===== config.mk =====
export PLATFORM = sky130hd
export DESIGN_NAME = alu_seq
export DESIGN_NICKNAME = d
export VERILOG_FILES = /design/src/rtl/alu_seq_pkg.sv /design/src/rtl/alu_seq.sv
export SDC_FILE = /design/constraint.sdc
export NUM_CORES = 1
export LEC_CHECK = 0
export ABC_AREA = 1
export ABC_CLOCK_PERIOD_IN_PS = 1650
export CAP_MARGIN = 20
export CORE_MARGIN = 3
export CORE_UTILIZATION = 30
export CTS_BUF_LIST = sky130_fd_sc_hd__clkbuf_4 sky130_fd_sc_hd__clkbuf_8
export DETAILED_ROUTE_END_ITERATION = 10
export GPL_TIMING_DRIVEN = 0
export SYNTH_ARGS = -nofsm -noshare
export SYNTH_HDL_FRONTEND = slang
export SYNTH_SLANG_ARGS = --single-unit

===== constraint.sdc =====
create_clock -name clk -period 1.65 [get_ports clk]
set_input_delay 0.33 -clock clk [delete_from_list [all_inputs] [get_ports clk]]
set_output_delay 0.33 -clock clk [all_outputs]
set_load 0.005 [all_outputs]

===== src/rtl/alu_seq_pkg.sv =====
// alu_seq_pkg: shared datapath widths and FSM state type for alu_seq
package alu_seq_pkg;
   localparam int ALU_DW = 8;
   localparam int SEL_W  = 2;
   typedef enum logic [1:0] {IDLE, EXEC, DONE} state_e;
endpackage


===== src/rtl/alu_seq.sv =====
// alu_seq: registers operands for an external ALU, waits EXEC_CYC cycles, then captures and holds the result
// Optional feature: define ALU_SEQ_ACC_EN to add in_use_acc, which feeds the last result back as operand A
module alu_seq
   import alu_seq_pkg::*;
#(
   parameter int EXEC_CYC = 1
) (
   input  logic              clk,
   input  logic              rst_n,
   input  logic              in_valid,
   output logic              in_ready,
   input  logic [ALU_DW-1:0] in_a,
   input  logic [ALU_DW-1:0] in_b,
   input  logic [SEL_W-1:0]  in_sel,
`ifdef ALU_SEQ_ACC_EN
   input  logic              in_use_acc,
`endif
   output logic [ALU_DW-1:0] alu_a,
   output logic [ALU_DW-1:0] alu_b,
   output logic [SEL_W-1:0]  alu_sel,
   input  logic [ALU_DW-1:0] alu_out,
   input  logic              alu_v,
   input  logic              alu_c,
   output logic              res_valid,
   input  logic              res_ready,
   output logic [ALU_DW-1:0] res_data,
   output logic              res_v,
   output logic              res_c,
   output logic              busy
);
   localparam int CNT_W = 4;
   state_e            state_q, state_d;
   logic [CNT_W-1:0]  cnt_q, cnt_d;
   logic [ALU_DW-1:0] a_q, a_d, b_q, b_d, res_q, res_d;
   logic [SEL_W-1:0]  sel_q, sel_d;
   logic              v_q, v_d, c_q, c_d;
   logic              acc_sel;
`ifdef ALU_SEQ_ACC_EN
   assign acc_sel = in_use_acc;
`else
   assign acc_sel = 1'b0;
`endif
   // Next state: accept in IDLE, count down in EXEC and capture at zero, hand off in DONE
   always_comb begin
      state_d = state_q;
      cnt_d   = cnt_q;
      a_d     = a_q;
      b_d     = b_q;
      sel_d   = sel_q;
      res_d   = res_q;
      v_d     = v_q;
      c_d     = c_q;
      case (state_q)
         IDLE: if (in_valid) begin
            state_d = EXEC;
            cnt_d   = CNT_W'(EXEC_CYC - 1);
            a_d     = acc_sel ? res_q : in_a;
            b_d     = in_b;
            sel_d   = in_sel;
         end
         EXEC: if (cnt_q == '0) begin
            state_d = DONE;
            res_d   = alu_out;
            v_d     = alu_v;
            c_d     = alu_c;
         end else begin
            cnt_d = cnt_q - 1'b1;
         end
         DONE: state_d = res_ready ? IDLE : DONE;
         default: state_d = IDLE;
      endcase
   end
   // State and datapath registers; reset aborts any operation in flight
   always_ff @(posedge clk or negedge rst_n) begin
      if (!rst_n) begin
         state_q <= IDLE;
         cnt_q   <= '0;
         a_q     <= '0;
         b_q     <= '0;
         sel_q   <= '0;
         res_q   <= '0;
         v_q     <= 1'b0;
         c_q     <= 1'b0;
      end else begin
         state_q <= state_d;
         cnt_q   <= cnt_d;
         a_q     <= a_d;
         b_q     <= b_d;
         sel_q   <= sel_d;
         res_q   <= res_d;
         v_q     <= v_d;
         c_q     <= c_d;
      end
   end
   assign in_ready  = (state_q == IDLE);
   assign busy      = (state_q != IDLE);
   assign res_valid = (state_q == DONE);
   assign alu_a     = a_q;
   assign alu_b     = b_q;
   assign alu_sel   = sel_q;
   assign res_data  = res_q;
   assign res_v     = v_q;
   assign res_c     = c_q;
endmodule


==> results.cfg <==
[detailed_routing]
routed_via_density = 4.23
wl_per_cell_microns = 11.1
vias = 1201
routed_wl_microns = 3160
final_antenna_net_count = 0
firstDrtPassIters = 4
drc = 0
drt-initial-drc-count = 80

[floorplanning]
io-pin-count = 63
core_sq_um = 4500
dieWidth_microns = 75.4
die_y_microns = 75.4
start_util_pct = 32.1
fp.dieArea_sq_um = 5690
num_rows = 24

[placement]
io_buffers = 62
placed_cells = 274
gp_congestion = 0.727
place_ws_ps = 206
hpwl_microns = 2270

[finish]
layout-area-overhead-vs-synth_pct = 55.1
final_util_pct = 49.8
diodes = 0
nFillCells = 455
nNetsFinal = 265
drive_gt1_share_pct = 11.2
instances_no_fill = 284

[clocking]
cts_root_buf = clkbuf_8
cts-htree-levels = 2
clk_latency_ps = 270
cts_made_buffers = 5
cts_tree = yes
cts_max_path_buffers = 2
clock_sinks = 34
clk_pin_slew_worst_paths_ps = 70
hold_buffers = 0

[sta]
fin_worst_skew_ps = 4.57
finalCritPeriodShare_pct = 90.9
setup_viol = 0
holdWs_ps = 120
layout_setup_ws_ps = 149
max-slew-margin-rel_pct = 50.1
period_needed_ps = 1500
tightest_slew_ps = 748
hold_viol = 0
fmax_mhz = 666
final_max_slew_viol_count = 0
rsz0062_at_grt = false

[yosys]
synth_compound_area_share_pct = 5.63
syn_nets = 194
synth_top_cell_area_share_pct = 58.9
yosysTopAreaCell = dfrtp_1
synthSimpleGateAreaFrac_pct = 24.7
ys_seq_elements = 34
synth_top_family_by_area = simple AND/OR/NAND/NOR gates
seq_area_frac_synth_pct = 58.9
synth_adder_area_share_pct = 1.73
synth_cell_types = 20
synthTopCellsByArea = dfrtp_1 59%, nand2_1 18%, inv_1 4.2%, buf_6 3.1%, o21ai_1 2.4%
synth.cell_area_sq_um = 1450
synthCells = 160
synth_warnings = 0
synth_mux_area_share_pct = 0
syn_avg_cell_area_sq_um = 9.03
synthXorXnorAreaFrac_pct = 0.606

[grt]
antenna_found_initial = 0
grt_max_degree = 35
overflow = 0
track_usage_pct = 12.0
grt_pass1_wl_microns = 5290
grt_pass1_vias = 1170

[setup_path]
crit_start = state_q[0]
endpoint_kind = output pin
required_ps = 1320
ff2ff_setup_slack_ps = 390
crit_end = in_ready
rr_worst_depth = 7
critPathKind = flop to output pin
worstReg2RegStart = cnt_q[0]
startpoint_type = flop
cp.arrival_ps = 1170
r2r_end = cnt_q[2]
critPathMaxFanout = 3

[flow_run]
cap_violations = 0

[power_and_ir_drop]
leakage_nw = 1.14
irDropWorstVdd_v = 0.000795
power.density_nw_per_um2 = 1730

[status]
outcome = complete, no violations

[hold_path]
hold_path.class = input pin to asynchronous set/reset pin
==> timing repair <==
action	4_1_cts	5_1_grt
endpoints found under the setup margin	2	1
gates resized for setup	3	1
buffers inserted	2	0
cloned	0	0
pin swaps	1	0
==> cells by family after synthesis <==
| logic type | count (synthesis) |
|---|---|
| XOR/XNOR | 1 |
| AND/OR/NAND/NOR | 86 |
| buffers and inverters | 23 |
| flip-flops | 34 |
| AO/OA/AOI/OAI | 14 |
| adder cells (fa/ha/maj) | 2 |
==> cell type report <==
cell class / instances / area (sq um) / share of cell area (%)
plain buffers: 5 / 50.0 / 2.23
clock buffers: 7 / 90.1 / 4.02
inverters: 18 / 72.6 / 3.24
well taps: 52 / 65.1 / 2.90
repair buffers: 64 / 631 / 28.1
clock inverters: 1 / 5.00 / 0.223
multi-input cells: 103 / 477 / 21.3
flip-flops and latches: 34 / 851 / 38.0
==> how the worst min path moves through the flow <==
stage | slack [ps] | startpoint | endpoint | cells after the start
after global routing | 200 | rst_n | res_data[7] | 1
after CTS | 150 | rst_n | cnt_q[0] | 1
after global placement | 460 | alu_a[0] | alu_a[0] | 2
final | 120 | rst_n | alu_b[5] | 1
after detailed placement | 450 | rst_n | cnt_q[1] | 1
after floorplan | 30 | rst_n | alu_a[0] | 0
==> state kept, by name (all words and copies together), names as in the netlist <==
| name | count |
|---|---|
| alu_a | 8 |
| alu_b | 8 |
| res_data | 8 |
| cnt_q | 4 |
| alu_sel | 2 |
| state_q | 2 |
| res_c | 1 |
| res_v | 1 |
==> cells in the final DEF (no fill, tap or decap), types with 3 or more instances in the layout <==
| master | count |
|---|---|
| buf_6 | 4 |
| clkbuf_8 | 6 |
| clkdlybuf4s50_1 | 58 |
| dfrtp_1 | 34 |
| inv_1 | 16 |
| nand2_1 | 69 |
| nand3_1 | 3 |
| nor2_1 | 7 |
| o21ai_0 | 4 |
| o21ai_1 | 7 |
| o21ai_2 | 3 |
==> layer usage <==
layer / GRT usage, % / part of all wire [%] / wire length [microns]
met1: 15.5 / 47 / 1500
met2: 19.8 / 46 / 1470
met3: 4.09 / 5.7 / 179
met4: 2.33 / 0.35 / 11
met5: 0 / 0 / 0
==> through the flow <==
| step | setup TNS (ps) | total power [W] | cell area (sq um) |
|---|---|---|---|
| global route | 0 | 0.00424 | 2240 |
| floorplan | 0 | 0.00226 | 1450 |
| CTS | 0 | 0.00397 | 2240 |
| global placement | -18300 | 0.00325 | 2130 |
| finish | 0 | 0.00388 | 2240 |
| detailed placement | 0 | 0.00328 | 2130 |
==> power by group <==
| part | switching, W | internal (W) | total (W) |
|---|---|---|---|
| registers | 0.000210 | 0.00122 | 0.00143 |
| logic | 0.000780 | 0.00104 | 0.00182 |
| clock network | 0.000279 | 0.000353 | 0.000632 |
| total | 0.00127 | 0.00262 | 0.00388 |
==> synthesized netlist by cell type <==
| master | count |
|---|---|
| inv_6 | 1 |
| ha_1 | 2 |
| o21ai_1 | 7 |
| nand4_1 | 1 |
| nand3_2 | 1 |
| nand2_4 | 2 |
| xor2_1 | 1 |
| nor2_2 | 1 |
| nand3_1 | 3 |
| inv_1 | 16 |
| nor2_1 | 7 |
| o21ai_0 | 4 |
| nand2_2 | 1 |
| nor3_1 | 1 |
| nand2_1 | 69 |
| inv_2 | 1 |
| buf_6 | 4 |
| buf_2 | 1 |
| dfrtp_1 | 34 |
| o21ai_2 | 3 |
==> worst max-delay path, cell delays in order, from the launching register on <==
cell and delay [ps]:
dfrtp_1 420, nor2_4 130, buf_4 130, dlygate4sd2_1 230
(Power assumes the default switching activity.)
